`src/rtl/muldiv_hilo_unit.sv`:
```
// Iterative multiply/divide engine owning the architectural HI/LO registers.
// One product/quotient bit per cycle, followed by a sign-fixup commit cycle.
module muldiv_hilo_unit #(
  parameter int WIDTH = 32,
  parameter int CNT_W = 6
) (
  input  logic             clk,
  input  logic             rst_n,
  input  logic             start,
  input  logic [3:0]       op,
  input  logic [WIDTH-1:0] in1,
  input  logic [WIDTH-1:0] in2,
  input  logic             wr_hi,
  input  logic             wr_lo,
  input  logic [WIDTH-1:0] wdata,
  output logic             busy,
  output logic             done,
  output logic             dz,
  output logic             z,
  output logic [WIDTH-1:0] hi,
  output logic [WIDTH-1:0] lo
);

  typedef enum logic [1:0] {IDLE, MUL, DIV, FIX} state_t;

  state_t               state, state_n;
  logic [2*WIDTH-1:0]   acc;
  logic [WIDTH-1:0]     opb;
  logic [WIDTH:0]       rem;
  logic [CNT_W-1:0]     cnt;
  logic                 neg_res, neg_rem, is_div;

  logic                 valid_op, sgn_op, div_op, last;
  logic [WIDTH-1:0]     abs1, abs2;
  logic [WIDTH:0]       psum, shl, diff;
  logic                 take;
  logic [2*WIDTH-1:0]   prod;
  logic [WIDTH-1:0]     quo;

  always_comb begin
    valid_op = (op[3:2] == 2'b11);
    sgn_op   = op[1];
    div_op   = op[0];
    abs1     = (sgn_op && in1[WIDTH-1]) ? -in1 : in1;
    abs2     = (sgn_op && in2[WIDTH-1]) ? -in2 : in2;
    last     = (cnt == CNT_W'(WIDTH - 1));
    // Multiply: acc = {partial product, remaining multiplier bits}, shifted right each step
    psum     = {1'b0, acc[2*WIDTH-1:WIDTH]} + (acc[0] ? {1'b0, opb} : {(WIDTH+1){1'b0}});
    // Divide: acc[WIDTH-1:0] shifts the dividend out and the quotient in
    shl      = {rem[WIDTH-1:0], acc[WIDTH-1]};
    diff     = shl - {1'b0, opb};
    take     = (shl >= {1'b0, opb});
    prod     = neg_res ? -acc : acc;
    quo      = neg_res ? -acc[WIDTH-1:0] : acc[WIDTH-1:0];
  end

  always_comb begin
    state_n = state;
    case (state)
      IDLE: if (start && valid_op) state_n = div_op ? DIV : MUL;
      MUL:  if (last) state_n = FIX;
      DIV:  begin
        if (opb == '0)  state_n = IDLE;
        else if (last)  state_n = FIX;
      end
      FIX:  state_n = IDLE;
      default: state_n = IDLE;
    endcase
  end

  assign busy = (state != IDLE);
  assign z    = (hi == '0) && (lo == '0);

  always_ff @(posedge clk or negedge rst_n) begin
    if (!rst_n) begin
      state   <= IDLE;
      hi      <= '0;
      lo      <= '0;
      done    <= 1'b0;
      dz      <= 1'b0;
      acc     <= '0;
      opb     <= '0;
      rem     <= '0;
      cnt     <= '0;
      neg_res <= 1'b0;
      neg_rem <= 1'b0;
      is_div  <= 1'b0;
    end else begin
      state <= state_n;
      done  <= 1'b0;
      case (state)
        IDLE: begin
          if (wr_hi) hi <= wdata;
          if (wr_lo) lo <= wdata;
          if (start && valid_op) begin
            acc     <= {{WIDTH{1'b0}}, (div_op ? abs1 : abs2)};
            opb     <= div_op ? abs2 : abs1;
            rem     <= '0;
            cnt     <= '0;
            neg_res <= sgn_op && (in1[WIDTH-1] ^ in2[WIDTH-1]);
            neg_rem <= sgn_op && in1[WIDTH-1];
            is_div  <= div_op;
          end
        end
        MUL: begin
          acc <= {psum, acc[WIDTH-1:1]};
          cnt <= cnt + CNT_W'(1);
        end
        DIV: begin
          if (opb == '0) begin
            hi   <= '0;
            lo   <= '0;
            dz   <= 1'b1;
            done <= 1'b1;
          end else begin
            rem             <= take ? diff : shl;
            acc[WIDTH-1:0]  <= {acc[WIDTH-2:0], take};
            cnt             <= cnt + CNT_W'(1);
          end
        end
        FIX: begin
          if (is_div) begin
            hi <= WIDTH'(neg_rem ? -rem : rem);
            lo <= quo;
          end else begin
            hi <= prod[2*WIDTH-1:WIDTH];
            lo <= prod[WIDTH-1:0];
          end
          dz   <= 1'b0;
          done <= 1'b1;
        end
        default: ;
      endcase
    end
  end

endmodule

```
`config.mk`:
```
export PLATFORM = sky130hd
export DESIGN_NAME = muldiv_hilo_unit
export DESIGN_NICKNAME = d
export VERILOG_FILES = /design/src/rtl/muldiv_hilo_unit.sv
export SDC_FILE = /design/constraint.sdc
export NUM_CORES = 1
export LEC_CHECK = 0
export CORE_ASPECT_RATIO = 0.7
export CORE_UTILIZATION = 30
export CTS_BUF_LIST = sky130_fd_sc_hd__clkbuf_2
export DETAILED_ROUTE_END_ITERATION = 8
export PLACE_DENSITY = 0.46
export SLEW_MARGIN = 20
export SYNTH_ARGS = -nofsm -noshare
export SYNTH_HDL_FRONTEND = slang
export SYNTH_SLANG_ARGS = --single-unit
```
`constraint.sdc`:
```
create_clock -name clk -period 3.5 [get_ports clk]
set_clock_uncertainty 0.05 [all_clocks]
set_input_delay 0.7 -clock clk [delete_from_list [all_inputs] [get_ports clk]]
set_output_delay 0.7 -clock clk [all_outputs]
set_load 0.01 [all_outputs]
```
==> metrics.md, run 1 <==
| Metric | Value |
|---|---|
| Clock transition at path regs | `between 0.1 and 0.15 ns` |
| Simple-gate share of the synthesized area | `0.200` |
| Overflow after GRT | `0` |
| Top cell type's share of synthesized area | `0.306` |
| I/O pin count | `~170` |
| CTS tree | `done` |
| Hold crit path type | `in2async` |
| Main combinational cell family by area after synthesis | `compound AO/OA/AOI/OAI gates` |
| Worst-Margin Slew | `between 1 and 1.5 ns` |
| Status | `complete, no violations` |
| Fill cells | `around 6,000` |
| Later-pin clock latency in the skew report | `1.08 ns` |
| Flop-to-flop setup slack | `0.06 ns` |
| Peak Freq | `between 0.2 and 0.3 GHz` |
| HPWL after DPL | `between 50 and 60 mm` |
| Cell Area, Synth | `16,700 um2` |
| Pin count of the biggest net entering global routing | `71` |
| Row Count | `72` |
| Maximum VDD drop | `0.362 mV` |
| Critical Path AT | `~4.3 ns` |
| DRC marker count from the first detailed-route iteration | `between 1,500 and 2,000` |
| Initial Util | `0.304` |
| PwrDens | `about 960 nW/um2` |
| Multiplexer area fraction after synthesis | `0.0114` |
| Final #Nets | `about 2,600` |
| Synthesized-area fraction occupied by adder cells | `0.0570` |
| Yosys warning count | `0` |
| Setup Total Neg Slack | `0 ns` |
| Crit path kind | `reg2reg` |
| Number of flops mapped to enable cells by yosys | `0` |
| Post-synth ARST share | `1.00` |
| DRT Wirelength | `around 70 mm` |
| RSZ-0062 raised after global routing | `yes` |
| Die height | `200 um` |
| Final setup vio count | `0` |
| Pre-antenna DRT Iters | `6` |
| Final hold vios | `0` |
| Die width | `between 200 and 300 um` |
| Routed vias/inst | `5.40` |
| Vias | `around 17,000` |
| Final worst path period share | `0.984` |
| Highest-count cells in the layout ignoring fill and taps | `nand2_1, o21ai_0, dfrtp_1` |
| H-tree depth | `2` |
| Final hold slack | `between 0.15 and 0.2 ns` |
| Global-route wire length before repair | `approximately 100 mm` |
| Top cells by area, synth | `dfrtp_1, o21ai_0, nand2_1` |
| Pwr Total | `a little over 0.02 W` |
| Register bit total from synthesis | `roughly 200` |
| Port bufs | `between 150 and 200` |
| Leakage power | `9.05 nW` |
| DRT antenna net count | `0` |
| Mapped Nets | `between 2,000 and 2,500` |
| Die Area | `roughly 57,000 um2` |
| Largest area contributor in the netlist | `dfrtp_1` |
| Share of the yosys chip area belonging to registers | `0.306` |
| Num CTS Buffers | `56` |
| Req. time, crit path | `about 4.4 ns` |
| WL per Instance | `~21 um` |
| Crit Path Max Fanout | `4` |
| Fin crit period | `about 3.4 ns` |
| Maximum buffer depth of the clock tree | `3` |
| Clock Sinks | `205` |
| Dpl cells | `approximately 3,100` |
| RePlAce Congestion | `between 0.8 and 0.9` |
| Non-filler cells, final | `3,237` |
| # DRC | `0` |
| Max-Cap Viols | `0` |
| Compound-Gate Fraction of Synth Area | `0.272` |
| Root Driver | `clkbuf_2` |
| Core box area | `55,100 um2` |
| Commonest non-fill, non-tap cell in the layout | `nand2_1` |
| Syn Area/Cell | `7.70 um2` |
| Top FF cell, synth | `dfrtp_1` |
| Proportion of layout cells with a drive suffix above 1 | `0.139` |
| Initial antenna violation count | `1` |
| Post-synthesis xor/xnor area fraction | `0.103` |
| CP Capture Type | `flop` |
| Syn Inst Count | `2,173` |
| Crit start category | `flop` |
| Slew Viols, Final | `0` |
| Synth-to-Final Area Change | `27.1%` |
| Vias in the first global route | `16,300` |
| Max-slew headroom | `0.295` |
| Yosys cell types | `between 70 and 80` |
| Total track usage | `0.241` |
metrics by stage:
| step | worst slack (ns) | utilization | instance area (um2) |
|---|---|---|---|
| after global placement | -0.325 | 0.368 | 20300 |
| after floorplan | 0.0614 | - | 16700 |
| after detailed placement | -0.294 | 0.368 | 20300 |
| after CTS | 0.00408 | 0.379 | 20900 |
| after global routing | -0.0741 | 0.386 | 21300 |
| final | 0.0564 | 0.386 | 21300 |
final timing paths:
path	cells past startpoint	start	to
max	10	acc[31]	hi[22]
min	2	rst_n	done
min in group clk	3	wdata[0]	lo[0]
max in group asynchronous	3	rst_n	rem[10]
min reg2reg	2	lo[27]	lo[27]
max reg2reg	10	acc[31]	hi[22]
registers in the layout, indices dropped and copies added, names as in the netlist:
register / count
hi: 32
neg_res: 1
state: 2
opb: 32
done: 1
neg_rem: 1
cnt: 6
rem: 32
acc: 64
lo: 32
dz: 1
is_div: 1
cell type report:
type	instances	area, um2	share of cell area
flip-flops and latches	205	5130	0.241
multi-input cells	1751	11200	0.524
diodes	3	7.51	0.000353
inverters	83	317	0.0149
clock buffers	69	345	0.0162
clock inverters	28	144	0.00676
well taps	740	926	0.0435
repair buffers	358	3250	0.153
Yosys cell counts (7+ instances only):
library cell    n
clkbuf_1      113
or3_1          16
and2_1         13
nand2b_1       21
o21ai_0       276
nor3_1         29
nand3_1        38
mux2i_1        18
o41ai_1        18
xnor2_1       134
ha_1           73
a22oi_1        82
a211oi_1       12
or4_1          20
xor2_1         62
and3_1         13
inv_1          82
nand2_1       331
o21ai_1         7
a21oi_1       146
buf_1          15
o21a_1         10
nor2b_1         9
o311ai_0       16
a21o_1         34
nor4_1         36
nand4_1        17
or2_2           9
o31ai_1        54
nor2_1        159
dfrtp_1       205
routing by layer:
metal | vias to the layer above | global-route usage | share of wire
li1 | 8429 | - | -
met1 | 8376 | 0.383 | 0.53
met2 | 613 | 0.330 | 0.39
met3 | 57 | 0.0410 | 0.073
met4 | 0 | 0.0464 | 0.013
met5 | - | 0 | 0
cells by family after synthesis:
logic type,count (synthesis)
xor+xnor,196
fa+ha+maj,75
flops,205
simple gates,729
compound gates,732
mux,19
buf+inv,217
timing repair:
action,in CTS,in global routing
endpoints found under the hold margin,82,0
pin swaps,3,24
hold buffers,2,0
setup endpoints to repair,33,54
gates cloned,0,2
resized for setup,24,69
setup buffers,0,7
report_power, final:
group          total (W)  leakage [nW]  internal [W]  switching (W)
clock network    0.00180         0.360      0.000636        0.00117
logic             0.0139          6.07       0.00575        0.00816
registers        0.00477          2.62       0.00340        0.00137
critical path, stage by stage (launching register included):
cell and delay, ns:
dfrtp_1 0.41, or4_1 0.64, and4b_1 0.35, nor4b_4 0.22, or3b_1 0.40, or4b_4 0.52, o31ai_2 0.21, xor2_1 0.17
o21ai_1 0.10, a22oi_1 0.15, o21ai_1 0.07
Power figures use the tool's default switching activity.
==> inputs of run 2 (changes only) <==
--- a/config.mk
+++ b/config.mk
@@ -6,10 +6,9 @@
 export NUM_CORES = 1
 export LEC_CHECK = 0
 export CORE_ASPECT_RATIO = 0.7
-export CORE_UTILIZATION = 30
-export CTS_BUF_LIST = sky130_fd_sc_hd__clkbuf_2
+export CORE_UTILIZATION = 40
 export DETAILED_ROUTE_END_ITERATION = 8
-export PLACE_DENSITY = 0.46
+export PLACE_DENSITY = 0.59
 export SLEW_MARGIN = 20
 export SYNTH_ARGS = -nofsm -noshare
 export SYNTH_HDL_FRONTEND = slang
==> metrics.md, run 2 (synthesis gave the netlist of run 1 again) <==
| Metric | Value |
|---|---|
| Max reg flops | `64 (unchanged)` |
| Crit-path cells | `or4_4, or4_4, buf_4, nor4_2, buf_4, nand2_1, o41ai_1, xnor2_1, o211a_1, a21oi_1, o21ai_0 (was or4_1, and4b_1, nor4b_4, or3b_1, or4b_4, o31ai_2, xor2_1, o21ai_1, a22oi_1, o21ai_1)` |
| Largest stage delay, worst path | `0.60 ns (was 0.64 ns)` |
| Slew Viols, Final | `0 (unchanged)` |
| Status | `complete, no violations (unchanged)` |
| Final core occ | `0.506 (was 0.386)` |
| # DRC | `0 (unchanged)` |
| Pwr Total | `0.0204 W (was 0.0205 W)` |
| Synth-to-Final Area Change | `24.3% (was 27.1%)` |
| Largest Register | `acc (unchanged)` |
| Wl on met1 | `30.6 mm (was 36.8 mm)` |
| Final setup vio count | `0 (unchanged)` |
| Commonest non-fill, non-tap cell in the layout | `nand2_1 (unchanged)` |
| Proportion of layout cells with a drive suffix above 1 | `0.105 (was 0.139)` |
| HPWL after DPL | `49.7 mm (was 54.9 mm)` |
| Req. time, crit path | `3.86 ns (was 4.35 ns)` |
| Final #Nets | `2,565 (was 2,635)` |
| Leakage power | `8.84 nW (was 9.05 nW)` |
| Num CTS Buffers | `24 (was 56)` |
| Die height | `173 um (was 200 um)` |
| Vias | `17,400 (was 17,500)` |
| CP Capture Type | `flop (unchanged)` |
| Pre-antenna DRT Iters | `6 (unchanged)` |
| Max-slew headroom | `0.432 (was 0.295)` |
| Final worst path period share | `0.984 (about the same)` |
| Core box area | `41,100 um2 (was 55,100 um2)` |
| Global-route wire length before repair | `95.7 mm (was 104 mm)` |
| Later-pin clock latency in the skew report | `0.55 ns (was 1.08 ns)` |
| Clock transition at path regs | `0.06 ns (was 0.12 ns)` |
| Final hold slack | `0.112 ns (was 0.159 ns)` |
| Highest-count cells in the layout ignoring fill and taps | `nand2_1, o21ai_0, dfrtp_1 (unchanged)` |
| Hold crit path type | `in2async (unchanged)` |
| Die width | `247 um (was 284 um)` |
| WL met2 | `24.5 mm (was 26.8 mm)` |
| RePlAce Congestion | `0.964 (was 0.879)` |
| Crit Path Max Fanout | `5 (was 4)` |
| DRC marker count from the first detailed-route iteration | `1,766 (was 1,548)` |
| Peak Freq | `0.290 GHz (about the same)` |
| CP bufs+invs | `2 (was 0)` |
| Crit start category | `flop (unchanged)` |
| Fin crit period | `3.45 ns (was 3.44 ns)` |
| Highest routed metal layer | `met4 (unchanged)` |
| Critical Path AT | `3.81 ns (was 4.29 ns)` |
| Critical path's slowest cell | `or4_4 (was or4_1)` |
| Initial Util | `0.407 (was 0.304)` |
| Routed wl met3 | `5.98 mm (was 5.08 mm)` |
| Port bufs | `172 (unchanged)` |
| Maximum VDD drop | `0.513 mV (was 0.362 mV)` |
| Worst-Margin Slew | `0.850 ns (was 1.05 ns)` |
| Clock Sinks | `205 (unchanged)` |
| Flop-to-flop setup slack | `0.05 ns (was 0.06 ns)` |
| Routed vias/inst | `5.91 (was 5.40)` |
| Initial antenna violation count | `0 (was 1)` |
| PwrDens | `982 nW/um2 (was 963 nW/um2)` |
| Antenna cells | `0 (was 3)` |
| DRT antenna net count | `0 (unchanged)` |
| Max-Cap Viols | `0 (unchanged)` |
| Row Count | `62 (was 72)` |
| H-tree depth | `1 (was 2)` |
| Pin count of the biggest net entering global routing | `87 (was 71)` |
| Overflow after GRT | `0 (unchanged)` |
| I/O pin count | `173 (unchanged)` |
| WL per Instance | `21.2 um (was 21.5 um)` |
| CTS tree | `done (unchanged)` |
| Root Driver | `clkbuf_16 (was clkbuf_2)` |
| DRT Wirelength | `62.3 mm (was 69.6 mm)` |
| Die Area | `42,700 um2 (was 56,800 um2)` |
| Final hold vios | `0 (unchanged)` |
| Vias in the first global route | `15,800 (was 16,300)` |
| Largest delay contributor family on the critical path | `simple AND/OR/NAND/NOR gates (unchanged)` |
| Crit path kind | `reg2reg (unchanged)` |
| Maximum buffer depth of the clock tree | `3 (unchanged)` |
| Total track usage | `0.289 (was 0.241)` |
## run 2: per-stage QoR
step                      TNS (ns)  setup WS, ns  cell area (um2)  std cells
final                            0        0.0544            20800       2944
after global routing        -0.227       -0.0803            20800       2944
after CTS                        0        0.0441            20600       2940
after detailed placement     -4.15        -0.256            19800       2899
after global placement       -2.68        -0.219            19800       2899
after floorplan                  0        0.0614            16700       2173
## run 2: layout make-up
class / instances / area, um2
Clock buffer: 29 / 639
Clock inverter: 12 / 186
Fill cell: 3939 / 20300
Inverter: 83 / 312
Multi-Input combinational cell: 1751 / 11000
Sequential cell: 205 / 5130
Tap cell: 544 / 681
Timing Repair Buffer: 320 / 2880
## run 2: worst reg2reg max path: stages, from the launching register on
cell and delay, ns:
dfrtp_1 0.39, or4_4 0.60, or4_4 0.52, buf_4 0.20, nor4_2 0.31, buf_4 0.19, nand2_1 0.08, o41ai_1 0.32
xnor2_1 0.11, o211a_1 0.24, a21oi_1 0.21, o21ai_0 0.11
## run 2: path summary, 6_finish.rpt
kind                         start  endpoint  cells after the start
setup / recovery           acc[18]    hi[12]                     11
hold / removal               rst_n    lo[14]                      1
setup reg to reg           acc[18]    hi[12]                     11
hold reg to reg             hi[16]    hi[16]                      2
max in group asynchronous    rst_n   rem[15]                      2
min in group clk            hi[16]    hi[16]                      2
## run 2: what timing repair did
item,in CTS,in global routing
endpoints found under the hold margin,0,0
pin swaps,0,6
setup buffers,0,4
hold buffers,0,0
gates resized for setup,4,44
setup endpoints to repair,14,46
## run 2: where the power goes
group | leakage (nW) | switching, W | internal, W
registers | 2.62 | 0.00123 | 0.00341
clock network | 0.394 | 0.00107 | 0.00160
logic | 5.82 | 0.00786 | 0.00526
## run 2: layer usage
metal,track usage,vias to the layer above
met1,0.463,8328
li1,-,8260
met3,0.0559,62
met5,0,-
met2,0.394,754
met4,0.0540,0
